$ cat config.mk
export PLATFORM = sky130hd
export DESIGN_NAME = axi4_lite_master
export DESIGN_NICKNAME = d
export VERILOG_FILES = /design/src/rtl/axi4_lite_master_pkg.sv /design/src/rtl/axi4_lite_master.sv
export SDC_FILE = /design/constraint.sdc
export NUM_CORES = 1
export LEC_CHECK = 0
export BUFFER_PORTS_ARGS = -buffer_cell sky130_fd_sc_hd__buf_4
export CAP_MARGIN = 10
export CORE_UTILIZATION = 48
export CTS_CLUSTER_SIZE = 8
export DETAILED_ROUTE_END_ITERATION = 16
export GPL_TIMING_DRIVEN = 0
export PLACE_DENSITY = 0.95
export SKIP_LAST_GASP = 1
export SYNTH_ARGS = -nofsm -noshare
export SYNTH_HDL_FRONTEND = slang
export SYNTH_SLANG_ARGS = --single-unit
$ cat constraint.sdc
create_clock -name ACLK -period 4.34 [get_ports ACLK]
set_clock_uncertainty 0.1 [all_clocks]
set_input_delay 0.217 -clock ACLK [delete_from_list [all_inputs] [get_ports ACLK]]
set_output_delay 0.217 -clock ACLK [all_outputs]
set_load 0.02 [all_outputs]
$ cat src/rtl/axi4_lite_master_pkg.sv
// rtl/axi4_lite_master_pkg.sv - shared widths, channel state and response codes for the AXI4-Lite master
package axi4_lite_master_pkg;

  localparam int Addr_Width = 32;
  localparam int Data_Width = 32;

  // Both channel FSMs walk the same four phases.
  typedef enum logic [1:0] {
    IDLE = 2'b00,
    ADDR = 2'b01,
    DATA = 2'b10,
    RESP = 2'b11
  } state_t;

  typedef enum logic [1:0] {
    OKAY   = 2'b00,
    EXOKAY = 2'b01,
    SLVERR = 2'b10,
    DECERR = 2'b11
  } resp_t;

endpackage

$ cat src/rtl/axi4_lite_master.sv
// rtl/axi4_lite_master.sv - host request to AXI4-Lite bridge with independent write and read FSMs
module axi4_lite_master
  import axi4_lite_master_pkg::*;
#(
  parameter int ADDR_WIDTH = Addr_Width,
  parameter int DATA_WIDTH = Data_Width
) (
  input  logic                      ACLK,
  input  logic                      ARESET,
  input  logic                      start_write,
  input  logic                      start_read,
  input  logic [ADDR_WIDTH-1:0]     host_addr,
  input  logic [DATA_WIDTH-1:0]     host_wdata,
  input  logic [DATA_WIDTH/8-1:0]   host_wstrb,
  output logic                      wr_busy,
  output logic                      rd_busy,
  output logic                      wr_done,
  output logic [1:0]                wr_resp,
  output logic                      rd_done,
  output logic [DATA_WIDTH-1:0]     rd_data,
  output logic [1:0]                rd_resp,
  output logic [ADDR_WIDTH-1:0]     AWADDR,
  output logic [2:0]                AWPROT,
  output logic                      AWVALID,
  input  logic                      AWREADY,
  output logic [DATA_WIDTH-1:0]     WDATA,
  output logic [DATA_WIDTH/8-1:0]   WSTRB,
  output logic                      WVALID,
  input  logic                      WREADY,
  input  logic [1:0]                BRESP,
  input  logic                      BVALID,
  output logic                      BREADY,
  output logic [ADDR_WIDTH-1:0]     ARADDR,
  output logic [2:0]                ARPROT,
  output logic                      ARVALID,
  input  logic                      ARREADY,
  input  logic [DATA_WIDTH-1:0]     RDATA,
  input  logic [1:0]                RRESP,
  input  logic                      RVALID,
  output logic                      RREADY
);

  state_t wr_state;
  state_t rd_state;

  // Write channel: address phase, then data phase, then wait for the write response.
  // AWADDR/WDATA/WSTRB are only loaded in IDLE, so they stay stable while VALIDs are up.
  always_ff @(posedge ACLK) begin
    if (ARESET) begin
      wr_state <= IDLE;
      AWADDR   <= '0;
      WDATA    <= '0;
      WSTRB    <= '0;
      wr_resp  <= OKAY;
      wr_done  <= 1'b0;
    end else begin
      wr_done <= 1'b0;
      case (wr_state)
        IDLE: begin
          if (start_write) begin
            AWADDR   <= host_addr;
            WDATA    <= host_wdata;
            WSTRB    <= host_wstrb;
            wr_state <= ADDR;
          end
        end
        ADDR: begin
          if (AWREADY) wr_state <= DATA;
        end
        DATA: begin
          if (WREADY) wr_state <= RESP;
        end
        RESP: begin
          if (BVALID) begin
            wr_resp  <= BRESP;
            wr_done  <= 1'b1;
            wr_state <= IDLE;
          end
        end
      endcase
    end
  end

  // Read channel: address phase, wait for read data, then one RESP cycle to signal completion.
  always_ff @(posedge ACLK) begin
    if (ARESET) begin
      rd_state <= IDLE;
      ARADDR   <= '0;
      rd_data  <= '0;
      rd_resp  <= OKAY;
      rd_done  <= 1'b0;
    end else begin
      rd_done <= 1'b0;
      case (rd_state)
        IDLE: begin
          if (start_read) begin
            ARADDR   <= host_addr;
            rd_state <= ADDR;
          end
        end
        ADDR: begin
          if (ARREADY) rd_state <= DATA;
        end
        DATA: begin
          if (RVALID) begin
            rd_data  <= RDATA;
            rd_resp  <= RRESP;
            rd_done  <= 1'b1;
            rd_state <= RESP;
          end
        end
        RESP: begin
          rd_state <= IDLE;
        end
      endcase
    end
  end

  // Channel handshake signals decode the registered state only, so no input reaches them combinationally.
  assign AWVALID = (wr_state == ADDR);
  assign WVALID  = (wr_state == DATA);
  assign BREADY  = (wr_state == RESP);
  assign ARVALID = (rd_state == ADDR);
  assign RREADY  = (rd_state == DATA);
  assign wr_busy = (wr_state != IDLE);
  assign rd_busy = (rd_state != IDLE);
  assign AWPROT  = 3'b000;
  assign ARPROT  = 3'b000;

endmodule

==> summary.md, run 1 <==
| Metric | Value |
|---|---|
| Run status | `finished, final reports clean` |
| Shortest clock period the worst path allows after layout | `2.19 ns` |
| Remaining antenna violation count after routing | `0` |
| Num CTS Buffers | `17` |
| GRT Resource Usage Total | `between 30 and 40%` |
| FMAX | `roughly 460 MHz` |
| Number of DRC markers in iteration 0 | `around 570` |
| Die area | `roughly 0.011 sq mm` |
| Data required time of the worst path | `4.69 ns` |
| Total via count after detailed routing | `~6.3k` |
| Clock Tree Buf Depth | `2` |
| Number of gates resized after CTS | `0` |
| Total power | `5.05 mW` |
| Area after DPL | `0.00723 sq mm` |
| Unrepaired setup endpoints after global routing | `no` |
| Hold-fix buffers at CTS | `110` |
| Die boundary width | `approximately 110 um` |
| Relative max-transition margin | `around three fifths` |
| Synth unique cells | `24` |
| Leakage power figure | `4.03 nW` |
| Count of standard-cell rows | `37` |
| Storage element area | `0.00284 sq mm` |
| Sw frac | `between 30% and 40%` |
| Setup TNS Final | `0 ns` |
| Remaining global-route overflow | `0` |
| Final weighted congestion of routability-driven global placement | `0.763` |
| Vias in the first global route | `~6.6k` |
| Clock Pin Slew Worst Setup and Hold Paths | `~0.06 ns` |
| Area of the core region | `~0.010 sq mm` |
| Final Instance Area | `roughly 0.0090 sq mm` |
| Total of fill cells in the finished design | `roughly 470` |
| Cell type with the largest total area after synthesis | `sky130_fd_sc_hd__dfxtp_1` |
| # setup viols final | `0` |
| Post-Synthesis Cell Area | `between 0.005 and 0.006 sq mm` |
| Worst Tran Pin Value | `between 0.5 and 0.6 ns` |
| Max Fanout on Critical Path | `5` |
| Wire length of the first global-routing pass | `around 34 mm` |
| Maximum number of pins on one net before global-route repair | `17` |
| Drt first pass iters | `6` |
| Final slew viol count | `0` |
| Type of element launching the critical path | `register` |
| Number of max-capacitance violations reported | `0` |
| Clock tree from TritonCTS | `yes` |
| Number of nets in the finished design | `~1.2k` |
| Combinational power share | `between 30% and 40%` |
| Type of the worst setup path | `reg2reg` |
| Sink count of the clock tree | `roughly 140` |
| Number of standard cells after synthesis | `roughly 640` |
| H-tree levels | `4` |
| Number of port buffers | `roughly 260` |
| Post-synthesis area per instance | `roughly 7.9 sq um` |
| Antenna violations before repair | `0` |
| Fraction of the core area covered by cells at the end of the flow | `about 87%` |
| Largest cells by area after synthesis | `sky130_fd_sc_hd__dfxtp_1 (56%), sky130_fd_sc_hd__nand2_1 (20%), sky130_fd_sc_hd__a21oi_1 (13%)` |
| Final clock period utilization by the worst path | `50.4%` |
| Internal power | `3.23 mW` |
| Fraction of final layout cells sized beyond drive strength 1 | `around 30%` |
| Hold path cells | `4` |
| Fraction of power consumed by the clock network | `between 30 and 40%` |
| Remaining DRCs | `0` |
| Portion of the post-synthesis area used by sequential elements | `between 50% and 60%` |
| Worst-case vdd ir drop | `around 0.36 mV` |
| Part of the power in registers | `between 30% and 40%` |
| Reported net switching power | `1.83 mW` |
| Multi-input logic area | `between 0.0015 and 0.002 sq mm` |
| Data arrival time of the worst path | `about 2.5 ns` |
| Diodes inserted | `0` |
| Path category of the worst min-delay check | `in2reg` |
| I/O Pins | `264` |
| Cell at the root of the clock tree | `sky130_fd_sc_hd__clkbuf_8` |
| R2R depth | `5` |
| Detailed Route WL | `~22 mm` |
| Yosys warning count | `0` |
| Power Dens Cells | `564 mW/mm^2` |
| Crit end category | `register` |
| Insertion delay of the later-clocked pin in the worst-skew pair | `a little over 0.5 ns` |
| Hold_ws | `a little under 0.01 ns` |
| Portion of synthesized cell area occupied by the leading cell type | `55.6%` |
| Vias per cell | `~5.4` |
| Synth Register Bits | `approximately 140` |
| Area delta synth->final | `75.3%` |
| Routed wire per std cell | `around 18 um` |
| Post-detail-place hpwl | `between 10 and 15 mm` |
| Number of hold-slack violations in the final timing report | `0` |
| Initial Utilization | `between 40% and 50%` |
| Post-CTS Repair Setup Buffers | `0` |
| Die Span Y | `between 100 and 150 um` |
cell usage after synthesis, drive strengths merged:
cell type / count
nand2: 278
dfxtp: 142
a21oi: 136
buf: 42
clkbuf: 8
ha: 8
inv: 7
and2: 3
nand2b: 3
nor2b: 3
mux2i: 2
nand3: 2
nor2: 2
conb: 1
o2111a: 1
o21ai: 1
o311a: 1
o311ai: 1
o31ai: 1
o41ai: 1
area by class of cell:
class                   count  area share (%)
repair buffers            367            33.8
clock inverters            13            2.40
multi-input cells         449            22.3
inverters                   7           0.293
well taps                 136            1.90
flip-flops and latches    142            31.7
plain buffers              50            2.96
clock buffers              17            4.62
sequential cells by signal, indices dropped and copies added, names as in the netlist:
| register | cells |
|---|---|
| wr_done | 1 |
| WSTRB | 4 |
| rd_state | 2 |
| rd_data | 32 |
| rd_resp | 2 |
| rd_done | 1 |
| wr_state | 2 |
| wr_resp | 2 |
| AWADDR | 32 |
| ARADDR | 32 |
| WDATA | 32 |
cell families (layout without fill, tap and decap cells):
family | count (synthesis) | after routing | share of synthesized area [%]
other | 1 | 6 | 0.0734
DFF | 142 | 142 | 55.6
and+or+nand+nor | 291 | 291 | 21.9
AOI/OAI and AO/OA | 142 | 142 | 14.3
buffers and inverters | 57 | 454 | 5.71
adders and majority gates | 8 | 8 | 1.96
muxes | 2 | 2 | 0.392
routing by layer:
metal  global-route usage, %  up-vias  share of wire [%]
met2                    71.5      407                 51
met4                    24.8        0                5.9
met5                       0        -                  0
met1                    38.9     2980                 34
li1                        -     2829                  -
met3                    11.7      121                9.0
path summary, 6_finish.rpt:
kind / from / end / slack, ns
hold / removal: start_read / ARADDR[0]$_SDFFE_PP0P_ / 0.01
setup / recovery: wr_state[1]$_SDFFE_PP0P_ / wr_resp[1]$_SDFFE_PP0P_ / 2.15
hold reg to reg: AWADDR[7]$_SDFFE_PP0P_ / AWADDR[7]$_SDFFE_PP0P_ / 0.35
setup reg to reg: wr_state[1]$_SDFFE_PP0P_ / wr_resp[1]$_SDFFE_PP0P_ / 2.15
worst max-delay path, stage by stage (launching register included):
cell and delay (ns):
sky130_fd_sc_hd__dfxtp_1 0.40, sky130_fd_sc_hd__ha_1 0.28, sky130_fd_sc_hd__nand3_1 0.10, sky130_fd_sc_hd__dlygate4sd3_1 0.58
sky130_fd_sc_hd__a21oi_1 0.13, sky130_fd_sc_hd__dlygate4sd3_1 0.55
cells in the final DEF (no fill, tap or decap):
cell,synthesis,layout
sky130_fd_sc_hd__nand2b_1,3,3
sky130_fd_sc_hd__ha_1,8,8
sky130_fd_sc_hd__buf_6,3,3
sky130_fd_sc_hd__inv_1,7,7
sky130_fd_sc_hd__clkinv_4,0,4
sky130_fd_sc_hd__mux2i_1,2,2
sky130_fd_sc_hd__inv_6,0,1
sky130_fd_sc_hd__o311a_1,1,1
sky130_fd_sc_hd__nor2_1,2,2
sky130_fd_sc_hd__nand2_2,1,1
sky130_fd_sc_hd__conb_1,1,6
sky130_fd_sc_hd__clkbuf_8,0,1
sky130_fd_sc_hd__o31ai_1,1,1
sky130_fd_sc_hd__buf_1,15,15
sky130_fd_sc_hd__o21ai_0,1,1
sky130_fd_sc_hd__o311ai_0,1,1
sky130_fd_sc_hd__nand3_1,2,2
sky130_fd_sc_hd__nor2b_1,3,3
sky130_fd_sc_hd__nand2_1,277,277
sky130_fd_sc_hd__and2_1,3,3
sky130_fd_sc_hd__buf_2,14,14
sky130_fd_sc_hd__dlygate4sd3_1,0,110
sky130_fd_sc_hd__inv_8,0,1
sky130_fd_sc_hd__clkbuf_16,0,16
sky130_fd_sc_hd__o41ai_1,1,1
sky130_fd_sc_hd__clkinv_2,0,2
sky130_fd_sc_hd__clkbuf_1,8,8
sky130_fd_sc_hd__dfxtp_1,142,142
sky130_fd_sc_hd__bufinv_16,0,5
sky130_fd_sc_hd__a21oi_1,136,136
sky130_fd_sc_hd__buf_4,10,267
sky130_fd_sc_hd__o2111a_1,1,1
per-stage QoR:
stage / cells / setup slack [ns]
after global routing: 1181 / 2.06
after floorplan: 648 / 2.83
after global placement: 1041 / 2.61
after CTS: 1181 / 2.23
final: 1181 / 2.15
after detailed placement: 1041 / 2.55
power by group through the flow:
| stage | clock network [mW] | logic (mW) | registers, mW |
|---|---|---|---|
| after floorplan | 0 | 0.687 | 1.93 |
| after global placement | 0 | 1.57 | 1.67 |
| after detailed placement | 0 | 1.61 | 1.68 |
| after CTS | 1.57 | 1.70 | 1.66 |
| after global routing | 1.66 | 1.89 | 1.70 |
| final | 1.58 | 1.79 | 1.68 |
Note: power is estimated with default switching activity, not from simulation.
==> inputs of run 2 (changes only) <==
- CORE_UTILIZATION: 48 -> 41
- PLACE_DENSITY: 0.95 -> 0.87
- clock period: 4.34 -> 1.95 ns (I/O delays scaled with it)
==> run 2 against run 1 <==
  * Sequential cell count unchanged
  * Utilization fell by 12 points
  * Global-route usage decreased by 9.3 points
  * Critical endpoint is now WSTRB[0]$_SDFFE_PP0P_
  * Largest power group unchanged
==> summary.md, run 2 (synthesized netlist as in run 1, its figures left out) <==
| Metric | Value |
|---|---|
| Sink count of the clock tree | `142 (unchanged)` |
| Drt first pass iters | `5 (-1)` |
| GRT Resource Usage Total | `30.0% (-9.3 points)` |
| FMAX | `540 MHz (+18%)` |
| Post-CTS Repair Setup Buffers | `0 (unchanged)` |
| Clock Pin Slew Worst Setup and Hold Paths | `0.06 ns (about the same)` |
| Hold path cells | `3 (-1)` |
| Clock Tree Buf Depth | `2 (unchanged)` |
| Unrepaired setup endpoints after global routing | `yes` |
| Vias in the first global route | `6151 (-6.5%)` |
| Area of the core region | `0.0121 sq mm (+17%)` |
| Hold_ws | `0.0468 ns (+0.0369 ns)` |
| Relative max-transition margin | `59.4% (-0.77 points)` |
| Remaining DRCs | `0 (unchanged)` |
| Multi-input logic area | `0.00201 sq mm (+0.75%)` |
| H-tree levels | `4 (unchanged)` |
| Cell at the root of the clock tree | `sky130_fd_sc_hd__clkbuf_16` |
| Part of the power in registers | `33.7% (+0.4 points)` |
| Fraction of final layout cells sized beyond drive strength 1 | `30.6% (+0.46 points)` |
| Maximum number of pins on one net before global-route repair | `17 (unchanged)` |
| Clock tree from TritonCTS | `yes` |
| Area after DPL | `0.00727 sq mm (+0.55%)` |
| Number of nets in the finished design | `1157 (+0.17%)` |
| Number of DRC markers in iteration 0 | `414 (-27%)` |
| Fraction of power consumed by the clock network | `30.9% (-0.3 points)` |
| Crit end category | `register` |
| Num CTS Buffers | `17 (unchanged)` |
| Final slew viol count | `0 (unchanged)` |
| R2R depth | `7 (+2)` |
| Final weighted congestion of routability-driven global placement | `0.749 (-1.8%)` |
| Die boundary width | `114 um (+8.0%)` |
| Final clock period utilization by the worst path | `95.0% (+45 points)` |
| # setup viols final | `0 (unchanged)` |
| Count of standard-cell rows | `40 (+8.1%)` |
| Sw frac | `34.8% (-1.3 points)` |
| Remaining antenna violation count after routing | `0 (unchanged)` |
| Power Dens Cells | `1220 mW/mm^2 (+120%)` |
| Total via count after detailed routing | `5974 (-5.7%)` |
| Data arrival time of the worst path | `2.07 ns (-0.47 ns)` |
| Post-detail-place hpwl | `11.4 mm (-3.4%)` |
| Final Instance Area | `0.00903 sq mm (+0.84%)` |
| Type of the worst setup path | `reg2reg` |
| Shortest clock period the worst path allows after layout | `1.85 ns (-0.335 ns)` |
| Number of max-capacitance violations reported | `0 (unchanged)` |
| Path category of the worst min-delay check | `in2reg` |
| Number of hold-slack violations in the final timing report | `0 (unchanged)` |
| Commonest cells after routing, fill and taps aside | `sky130_fd_sc_hd__nand2_1 (276), sky130_fd_sc_hd__buf_4 (267), sky130_fd_sc_hd__dfxtp_1 (142), sky130_fd_sc_hd__a21oi_1 (136), sky130_fd_sc_hd__dlygate4sd3_1 (112)` |
| Die area | `0.0129 sq mm (+17%)` |
| Die Span Y | `114 um (+8.0%)` |
| Total of fill cells in the finished design | `796 (+70%)` |
| Area delta synth->final | `76.8%` |
| Reported net switching power | `3.85 mW (+110%)` |
| Combinational power share | `35.4% (about the same)` |
| Worst-case vdd ir drop | `0.694 mV (+92%)` |
| Diodes inserted | `0 (unchanged)` |
| Routed wire per std cell | `16.1 um (-13%)` |
| Initial Utilization | `42.4% (-7.1 points)` |
| Antenna violations before repair | `0 (unchanged)` |
| Storage element area | `0.00284 sq mm (unchanged)` |
| Leakage power figure | `4.04 nW (+0.39%)` |
| Internal power | `7.20 mW (+120%)` |
| Remaining global-route overflow | `0 (unchanged)` |
| Max Fanout on Critical Path | `10 (+5)` |
| Number of port buffers | `257 (unchanged)` |
| Data required time of the worst path | `2.17 ns (-2.52 ns)` |
| Worst Tran Pin Value | `0.610 ns (+0.0116 ns)` |
| Vias per cell | `4.91 (-8.5%)` |
| Insertion delay of the later-clocked pin in the worst-skew pair | `0.41 ns (-0.10 ns)` |
| Wire length of the first global-routing pass | `29.9 mm (-11%)` |
| I/O Pins | `264 (unchanged)` |
| Most common cell after layout, fill and taps aside | `sky130_fd_sc_hd__nand2_1` |
| Detailed Route WL | `19.6 mm (-10%)` |
| Type of element launching the critical path | `register` |
| Run status | `finished, final reports clean` |
==> run 2: path summary, 6_finish.rpt <==
path / from / endpoint / slack (ns)
min reg2reg: ARADDR[31]$_SDFFE_PP0P_ / ARADDR[31]$_SDFFE_PP0P_ / 0.35
max: wr_state[0]$_SDFFE_PP0P_ / WSTRB[0]$_SDFFE_PP0P_ / 0.1
max reg2reg: wr_state[0]$_SDFFE_PP0P_ / WSTRB[0]$_SDFFE_PP0P_ / 0.1
min: start_write / wr_state[0]$_SDFFE_PP0P_ / 0.05
==> run 2: per-stage QoR <==
stage          util [%]  worst slack (ns)  power [mW]  std cells  setup TNS [ns]
2_1_floorplan         -             0.443        5.82        648               0
3_3_place_gp       60.3             0.185        7.23       1073               0
3_5_place_dp       60.3             0.136        7.32       1073               0
4_1_cts            74.7           0.00395        10.9       1217               0
5_1_grt            74.9           -0.0247        11.6       1217         -0.0425
6_report           74.9            0.0973        11.0       1217               0
==> run 2: per-layer routing <==
metal	GRT usage [%]	vias up	wire length [um]
met5	0	-	0
met4	18.5	0	828
met2	54.8	282	10100
li1	-	2843	-
met3	8.66	86	1270
met1	30.0	2763	7370
==> run 2: worst max-delay path, cell delays in order (launching register included) <==
cell                      delay [ns]
sky130_fd_sc_hd__dfxtp_1        0.39
sky130_fd_sc_hd__inv_1          0.11
sky130_fd_sc_hd__ha_1           0.24
sky130_fd_sc_hd__nand2_2        0.16
sky130_fd_sc_hd__buf_4          0.21
sky130_fd_sc_hd__buf_2          0.24
sky130_fd_sc_hd__nand2_1        0.10
sky130_fd_sc_hd__a21oi_1        0.22
==> run 2: area by class of cell <==
type	instances	share of cell area (%)
plain buffers	50	2.99
flip-flops and latches	142	31.5
well taps	168	2.33
multi-input cells	449	22.2
clock inverters	11	1.81
repair buffers	369	33.8
inverters	7	0.291
clock buffers	21	5.10
==> run 2: what timing repair did <==
action	4_1_cts	5_1_grt
setup endpoints to repair	0	35
endpoints found under the hold margin	141	0
gates resized for setup	0	9
hold buffers	112	0
==> run 2: power groups by stage <==
stage / clock [mW] / combinational, mW / sequential, mW
after global routing: 3.59 / 4.20 / 3.77
after floorplan: 0 / 1.53 / 4.29
after detailed placement: 0 / 3.57 / 3.74
final: 3.42 / 3.91 / 3.72
after CTS: 3.44 / 3.77 / 3.69
after global placement: 0 / 3.52 / 3.72
